### src/rtl/esl_pe_vector.sv
`default_nettype none
// ============================================================================
// Module   : esl_pe_vector
// Purpose  : Multi-lane ESL processing element. Each lane converts a binary
//            weight into a bitstream with a shared LFSR-driven SNG. It
//            multiplies that stream with an incoming ESL (x, y) pair and can
//            scale-add an init pair. A start/done FSM frames one full LFSR
//            period. Optional per-lane ones-counters read the streams back
//            as binary values.
// Revision : 1.0 - initial release
// Config   : ESL_PE_COUNT_EN - when defined, builds the per-lane counters.
//            When undefined, cnt_x/cnt_y are tied to 0.
// Ports    : clock, reset (async, active-low), enable (global advance)
//            weight_valid/weight_ready/weight_val - all-lane weight load
//            add_en, start            - run control, both sampled at start
//            input_val_x/y, init_val_x/y - per-lane stream inputs
//            output_val_x/y, out_valid   - registered per-lane stream outputs
//            busy, done                  - FSM in RUN / DONE
//            cnt_x, cnt_y                - per-lane ones counts
// LFSR     : Fibonacci, shift toward MSB, feedback into bit 0 is the XOR of
//            the tapped bits (e.g. x^4+x^3+1 for BIN_LEN = 4).
// ============================================================================
module esl_pe_vector #(
  parameter int LANES   = 4,
  parameter int BIN_LEN = 8,
  parameter int SEED    = 1
) (
  input  logic                     clock,
  input  logic                     reset,
  input  logic                     enable,
  input  logic                     weight_valid,
  output logic                     weight_ready,
  input  logic [LANES*BIN_LEN-1:0] weight_val,
  input  logic                     add_en,
  input  logic                     start,
  input  logic [LANES-1:0]         input_val_x,
  input  logic [LANES-1:0]         input_val_y,
  input  logic [LANES-1:0]         init_val_x,
  input  logic [LANES-1:0]         init_val_y,
  output logic [LANES-1:0]         output_val_x,
  output logic [LANES-1:0]         output_val_y,
  output logic                     out_valid,
  output logic                     busy,
  output logic                     done,
  output logic [LANES*BIN_LEN-1:0] cnt_x,
  output logic [LANES*BIN_LEN-1:0] cnt_y
);

  // Maximal-length tap masks, bit (t-1) set for tap t.
  function automatic logic [15:0] tap_mask(input int n);
    case (n)
      3:       return 16'h0006;
      4:       return 16'h000C;
      5:       return 16'h0014;
      6:       return 16'h0030;
      7:       return 16'h0060;
      8:       return 16'h00B8;
      9:       return 16'h0110;
      10:      return 16'h0240;
      11:      return 16'h0500;
      12:      return 16'h0829;
      13:      return 16'h100D;
      14:      return 16'h2015;
      15:      return 16'h6000;
      16:      return 16'hD008;
      default: return 16'h0000;
    endcase
  endfunction

  localparam logic [15:0]        C_TAP_ALL = tap_mask(BIN_LEN);
  localparam logic [BIN_LEN-1:0] C_TAPS    = C_TAP_ALL[BIN_LEN-1:0];
  localparam logic [BIN_LEN-1:0] C_SEED    = SEED[BIN_LEN-1:0];

  typedef enum logic [1:0] {
    S_IDLE = 2'd0,
    S_RUN  = 2'd1,
    S_DONE = 2'd2
  } state_e;

  state_e                     state_q;
  logic [BIN_LEN-1:0]         lfsr_q;
  logic [BIN_LEN-1:0]         lfsr_d;
  logic                       sel_q;
  logic                       add_en_q;
  logic                       out_valid_q;
  logic [LANES*BIN_LEN-1:0]   weight_q;
  logic                       w_start;
  logic                       w_step;
  logic                       w_use_init;

  // start is ignored while a run is in progress.
  assign w_start    = enable & start & (state_q != S_RUN);
  assign w_step     = enable & (state_q == S_RUN);
  assign lfsr_d     = {lfsr_q[BIN_LEN-2:0], ^(lfsr_q & C_TAPS)};
  assign w_use_init = add_en_q & sel_q;

  assign weight_ready = (state_q != S_RUN);
  assign busy         = (state_q == S_RUN);
  assign done         = (state_q == S_DONE);
  assign out_valid    = out_valid_q;

  always_ff @(posedge clock or negedge reset) begin
    if (!reset) begin
      state_q     <= S_IDLE;
      lfsr_q      <= C_SEED;
      sel_q       <= 1'b0;
      add_en_q    <= 1'b0;
      out_valid_q <= 1'b0;
      weight_q    <= '0;
    end else begin
      // Loads are only accepted outside RUN; a request during RUN is dropped.
      if (weight_valid && (state_q != S_RUN)) begin
        weight_q <= weight_val;
      end
      if (w_start) begin
        state_q     <= S_RUN;
        lfsr_q      <= C_SEED;
        sel_q       <= 1'b0;
        add_en_q    <= add_en;
        out_valid_q <= 1'b0;
      end else if (w_step) begin
        lfsr_q      <= lfsr_d;
        sel_q       <= ~sel_q;
        out_valid_q <= 1'b1;
        // The LFSR returns to its seed after exactly one full period.
        if (lfsr_d == C_SEED) begin
          state_q <= S_DONE;
        end
      end
    end
  end

  for (genvar gi = 0; gi < LANES; gi++) begin : g_lane
    localparam int ROT = gi % BIN_LEN;

    logic [BIN_LEN-1:0] lfsr_rot;
    logic [BIN_LEN-1:0] weight_lane;
    logic               sng;
    logic               pick_x;
    logic               pick_y;
    logic               ox_q;
    logic               oy_q;

    // Per-lane rotation decorrelates lanes that share one LFSR.
    if (ROT == 0) begin : g_rot0
      assign lfsr_rot = lfsr_q;
    end else begin : g_rotn
      assign lfsr_rot = {lfsr_q[BIN_LEN-1-ROT:0], lfsr_q[BIN_LEN-1:BIN_LEN-ROT]};
    end

    assign weight_lane = weight_q[gi*BIN_LEN +: BIN_LEN];
    assign sng         = (lfsr_rot <= weight_lane);
    // The weight's y-stream is constant 1, so the product y is the input y.
    assign pick_x      = w_use_init ? init_val_x[gi] : (sng & input_val_x[gi]);
    assign pick_y      = w_use_init ? init_val_y[gi] : input_val_y[gi];

    always_ff @(posedge clock or negedge reset) begin
      if (!reset) begin
        ox_q <= 1'b0;
        oy_q <= 1'b0;
      end else if (w_step) begin
        ox_q <= pick_x;
        oy_q <= pick_y;
      end
    end

    assign output_val_x[gi] = ox_q;
    assign output_val_y[gi] = oy_q;

`ifdef ESL_PE_COUNT_EN
    logic [BIN_LEN-1:0] cx_q;
    logic [BIN_LEN-1:0] cy_q;

    always_ff @(posedge clock or negedge reset) begin
      if (!reset) begin
        cx_q <= '0;
        cy_q <= '0;
      end else if (w_start) begin
        cx_q <= '0;
        cy_q <= '0;
      end else if (w_step) begin
        cx_q <= cx_q + {{(BIN_LEN-1){1'b0}}, pick_x};
        cy_q <= cy_q + {{(BIN_LEN-1){1'b0}}, pick_y};
      end
    end

    assign cnt_x[gi*BIN_LEN +: BIN_LEN] = cx_q;
    assign cnt_y[gi*BIN_LEN +: BIN_LEN] = cy_q;
`endif
  end

`ifndef ESL_PE_COUNT_EN
  assign cnt_x = '0;
  assign cnt_y = '0;
`endif

endmodule
`default_nettype wire

### config.mk
export PLATFORM = sky130hd
export DESIGN_NAME = esl_pe_vector
export DESIGN_NICKNAME = d
export VERILOG_FILES = /design/src/rtl/esl_pe_vector.sv
export SDC_FILE = /design/constraint.sdc
export NUM_CORES = 1
export LEC_CHECK = 0
export CAP_MARGIN = 10
export CELL_PAD_IN_SITES_DETAIL_PLACEMENT = 1
export CELL_PAD_IN_SITES_GLOBAL_PLACEMENT = 2
export CORE_MARGIN = 10
export CORE_UTILIZATION = 24
export CTS_BUF_LIST = sky130_fd_sc_hd__clkbuf_4 sky130_fd_sc_hd__clkbuf_8
export DETAILED_ROUTE_END_ITERATION = 7
export PLACE_DENSITY = 0.89
export SLEW_MARGIN = 20
export SYNTH_ARGS = -nofsm -noshare
export SYNTH_HDL_FRONTEND = slang
export SYNTH_SLANG_ARGS = --single-unit
export TNS_END_PERCENT = 30
### constraint.sdc
create_clock -name clock -period 1.7 [get_ports clock]
set_clock_uncertainty 0.15 [all_clocks]
set_input_delay 0.34 -clock clock [delete_from_list [all_inputs] [get_ports clock]]
set_output_delay 0.34 -clock clock [all_outputs]
set_load 0.01 [all_outputs]
==> summary.md <==
| Metric | Value |
|---|---|
| Status | `complete, but fails checks` |
| Failing checks | `setup timing` |
| FF-to-FF Start | `g_lane[0].lfsr_rot[0]$_DFFE_PN1P_` |
| Deepest clock path buffer count | `2` |
| Avg Synthesized Cell Area | `10.1 um^2` |
| Layout net count | `508` |
| RD Place Congestion | `0.805` |
| Most frequent cells in the layout | `conb_1, clkdlybuf4s50_1, dfrtp_1, inv_1, mux2_2` |
| Worst path max stage delay | `0.63 ns` |
| CTS clk-pin slew, worst paths | `0.10 ns` |
| Post-synthesis compound-gate area fraction | `8.29%` |
| Clk sinks | `53` |
| PwrDens | `1640 nW/um^2` |
| Leakage | `2.09 nW` |
| Worst r2r path cells | `6` |
| WS Path Type | `reg -> reg` |
| Most common cell after layout, fill and taps aside | `conb_1` |
| Remaining Overflow, GRT | `0` |
| Largest family of logic cells by synthesized area | `buffers and inverters` |
| Flops & latches, synth | `53` |
| Hold path depth | `2` |
| DP Wirelength | `7.98 mm` |
| Vias per inst | `4.19` |
| Full die area | `19,600 um^2` |
| First-pass GRT wire length | `15.2 mm` |
| Cell Int Power | `4.44 mW` |
| Clock Power Share | `14.1%` |
| Die Ht | `140 um` |
| Vias | `2,527` |
| Final Hold Vio Count | `0` |
| Core area | `14,000 um^2` |
| Max IR drop VDD | `513 uV` |
| Wire length per cell | `16.5 um` |
| Main area contributors after synthesis | `dfrtp_1, buf_4, ha_1` |
| Fin util | `31.8%` |
| N_diodes | `0` |
| Vias in the first global route | `2,957` |
| Hold Crit Class | `reg -> reg` |
| Max-capacitance violation count | `0` |
| Yosys warns | `0` |
| WL final | `9.97 mm` |
| Final Cycle Share | `103%` |
| Critical Path AT | `1.81 ns` |
| Synth Area in Adders | `11.6%` |
| Fin. max-slew vios | `0` |
| DIE WIDTH | `140 um` |
| Area share of the largest cell type after synthesis | `37.7%` |
| RSZ-0062 raised after global routing | `yes` |
| Critical path launch point type | `flop` |
| Remaining routing DRC violations | `0` |
| Row count | `43` |
| Flop pwr share | `34.0%` |
| Max Clk Rate | `0.569 GHz` |
| WHS | `0.346 ns` |
| Unique masters post-synth | `33` |
| CP max FO | `5` |
| Tot GR Track Use | `9.57%` |
| PortBufs | `65` |
| Sw power | `2.83 mW` |
| Pin count of the biggest net entering global routing | `54` |
| Crit path required time | `1.75 ns` |
| Layout cell share with drive strength beyond 1 | `21.0%` |
| Clock root buffer | `clkbuf_8` |
| Synth Area in XOR/XNOR | `0.760%` |
| Combinational share of power | `51.9%` |
| TritonCTS Buffers | `5` |
| Min Tclk post-route | `1.76 ns` |
| # H-tree levels | `2` |
| Layout area overhead | `28.6%` |
| Dominant cell type by area after synthesis | `dfrtp_1` |
| Hold_sp | `g_lane[1].oy_q$_DFFE_PN0P_` |
| CTS tree | `yes` |
| Worst Setup End Kind | `flop` |
| Initial drt markers | `102` |
| Post-synthesis mux area share | `11.9%` |
| Seq/Total Area, Yosys | `38.4%` |
| Slowest CP cell | `dfstp_2` |
| Clk_lat worst skew | `0.32 ns` |
| CP Cell Sequence | `buf_4, ha_4, nand4_1, nor2_1, a221oi_1, o31ai_1` |
| Antenna violations before repair | `0` |
| Synth Area in Simple Gates | `8.54%` |
| Num ports | `130` |
| Netlist Area Pre-Place | `3460 um^2` |
| Net Sw Frac | `38.9%` |
| Starting density of the core | `24.7%` |
| Routed Antenna Nets | `0` |
| Origin of the worst setup path | `g_lane[0].lfsr_rot[0]$_DFFE_PN1P_` |
| First-pass DRT Iterations | `4` |
| Post-Synthesis Cells | `343` |
| Final setup fails | `3` |
| PnR worst setup slack | `-0.0577 ns` |
path summary, 6_finish.rpt:
kind / slack, ns / to
worst max-delay path: -0.06 / g_lane[3].ox_q$_DFFE_PN0P_
worst min register to register: 0.35 / g_lane[1].oy_q$_DFFE_PN0P_
worst max register to register: -0.06 / g_lane[3].ox_q$_DFFE_PN0P_
worst min-delay path: 0.35 / g_lane[1].oy_q$_DFFE_PN0P_
min in group asynchronous: 0.39 / weight_q[30]$_DFFE_PN0P_
max in group asynchronous: 0.72 / g_lane[0].lfsr_rot[0]$_DFFE_PN1P_
state kept, by name (all words and copies together) (netlist names):
name and cells:
weight_q 32, g_lane.lfsr_rot 8, g_lane.ox_q 4, g_lane.oy_q 4
state_q 2, add_en_q 1, out_valid 1, sel_q 1
critical path: cells and delay by family, from the launching register on:
family,cells,cell delay (ns)
AO/OA/AOI/OAI,2,0.38
flip-flops,1,0.63
buffers and inverters,1,0.15
adder cells (fa/ha/maj),1,0.19
AND/OR/NAND/NOR,2,0.14
metrics by stage:
stage	power (mW)	instance area [um^2]	worst slack [ns]	std cells	TNS (ns)
after floorplan	4.71	3690	0.0852	406	0
after global placement	5.62	4130	-0.234	589	-1.46
after detailed placement	5.92	4130	-0.277	589	-2.43
after CTS	6.97	4300	-0.0701	599	-0.184
after global routing	7.91	4450	-0.149	603	-0.378
final	7.27	4450	-0.0577	603	-0.106
routing by layer:
metal / track usage, % / wire length [um]
met1: 10.5 / 4000
met2: 17.2 / 5120
met3: 3.35 / 742
met4: 2.23 / 117
met5: 0 / 0
synthesized netlist by cell type, drive strengths merged:
cell type and count:
nand2 23, o21ai 15, a21oi 12, and3 5, mux2i 5, a211oi 4, clkbuf 2, conb 1
a221oi 3, ha 32, nor2 8, o31ai 3, nand2b 1, xnor2 3, o211ai 5, nor2b 4
dfstp 1, dfrtp 52, inv 34, nand3b 1, a22o 2, nand3 6, and3b 1, nor4 1
nor4b 1, nand4 8, mux2 32, o31a 1, o41ai 1, buf 76
logic make-up (layout without fill, tap and decap cells):
| family | count (synthesis) | after routing |
|---|---|---|
| xor+xnor | 3 | 3 |
| buf+inv | 112 | 129 |
| other cells | 1 | 64 |
| flops | 53 | 53 |
| compound gates | 46 | 46 |
| simple gates | 59 | 59 |
| mux | 37 | 37 |
| fa+ha+maj | 32 | 32 |
cell type report:
cell class              count  area (um^2)
inverters                  34          128
well taps                 180          225
flip-flops and latches     53         1340
clock inverters             3         65.1
clock buffers               5         68.8
multi-input cells         241         1810
fillers                  1649         9540
repair buffers             87          812
power groups by stage:
stage	registers (mW)	logic, mW	clock network (mW)
after floorplan	2.26	2.45	0
after global placement	2.45	3.17	0
after detailed placement	2.48	3.44	0
after CTS	2.46	3.46	1.05
after global routing	2.56	4.25	1.11
final	2.47	3.77	1.02
timing repair:
| action | CTS | global route |
|---|---|---|
| setup buffers | 1 | 4 |
| endpoints found under the setup margin | 16 | 26 |
| resized for setup | 26 | 21 |
| hold buffers | 1 | 0 |
| pin swaps | 2 | 4 |
| hold endpoints to repair | 52 | 0 |
No activity file was read; power rests on OpenSTA's default activity.
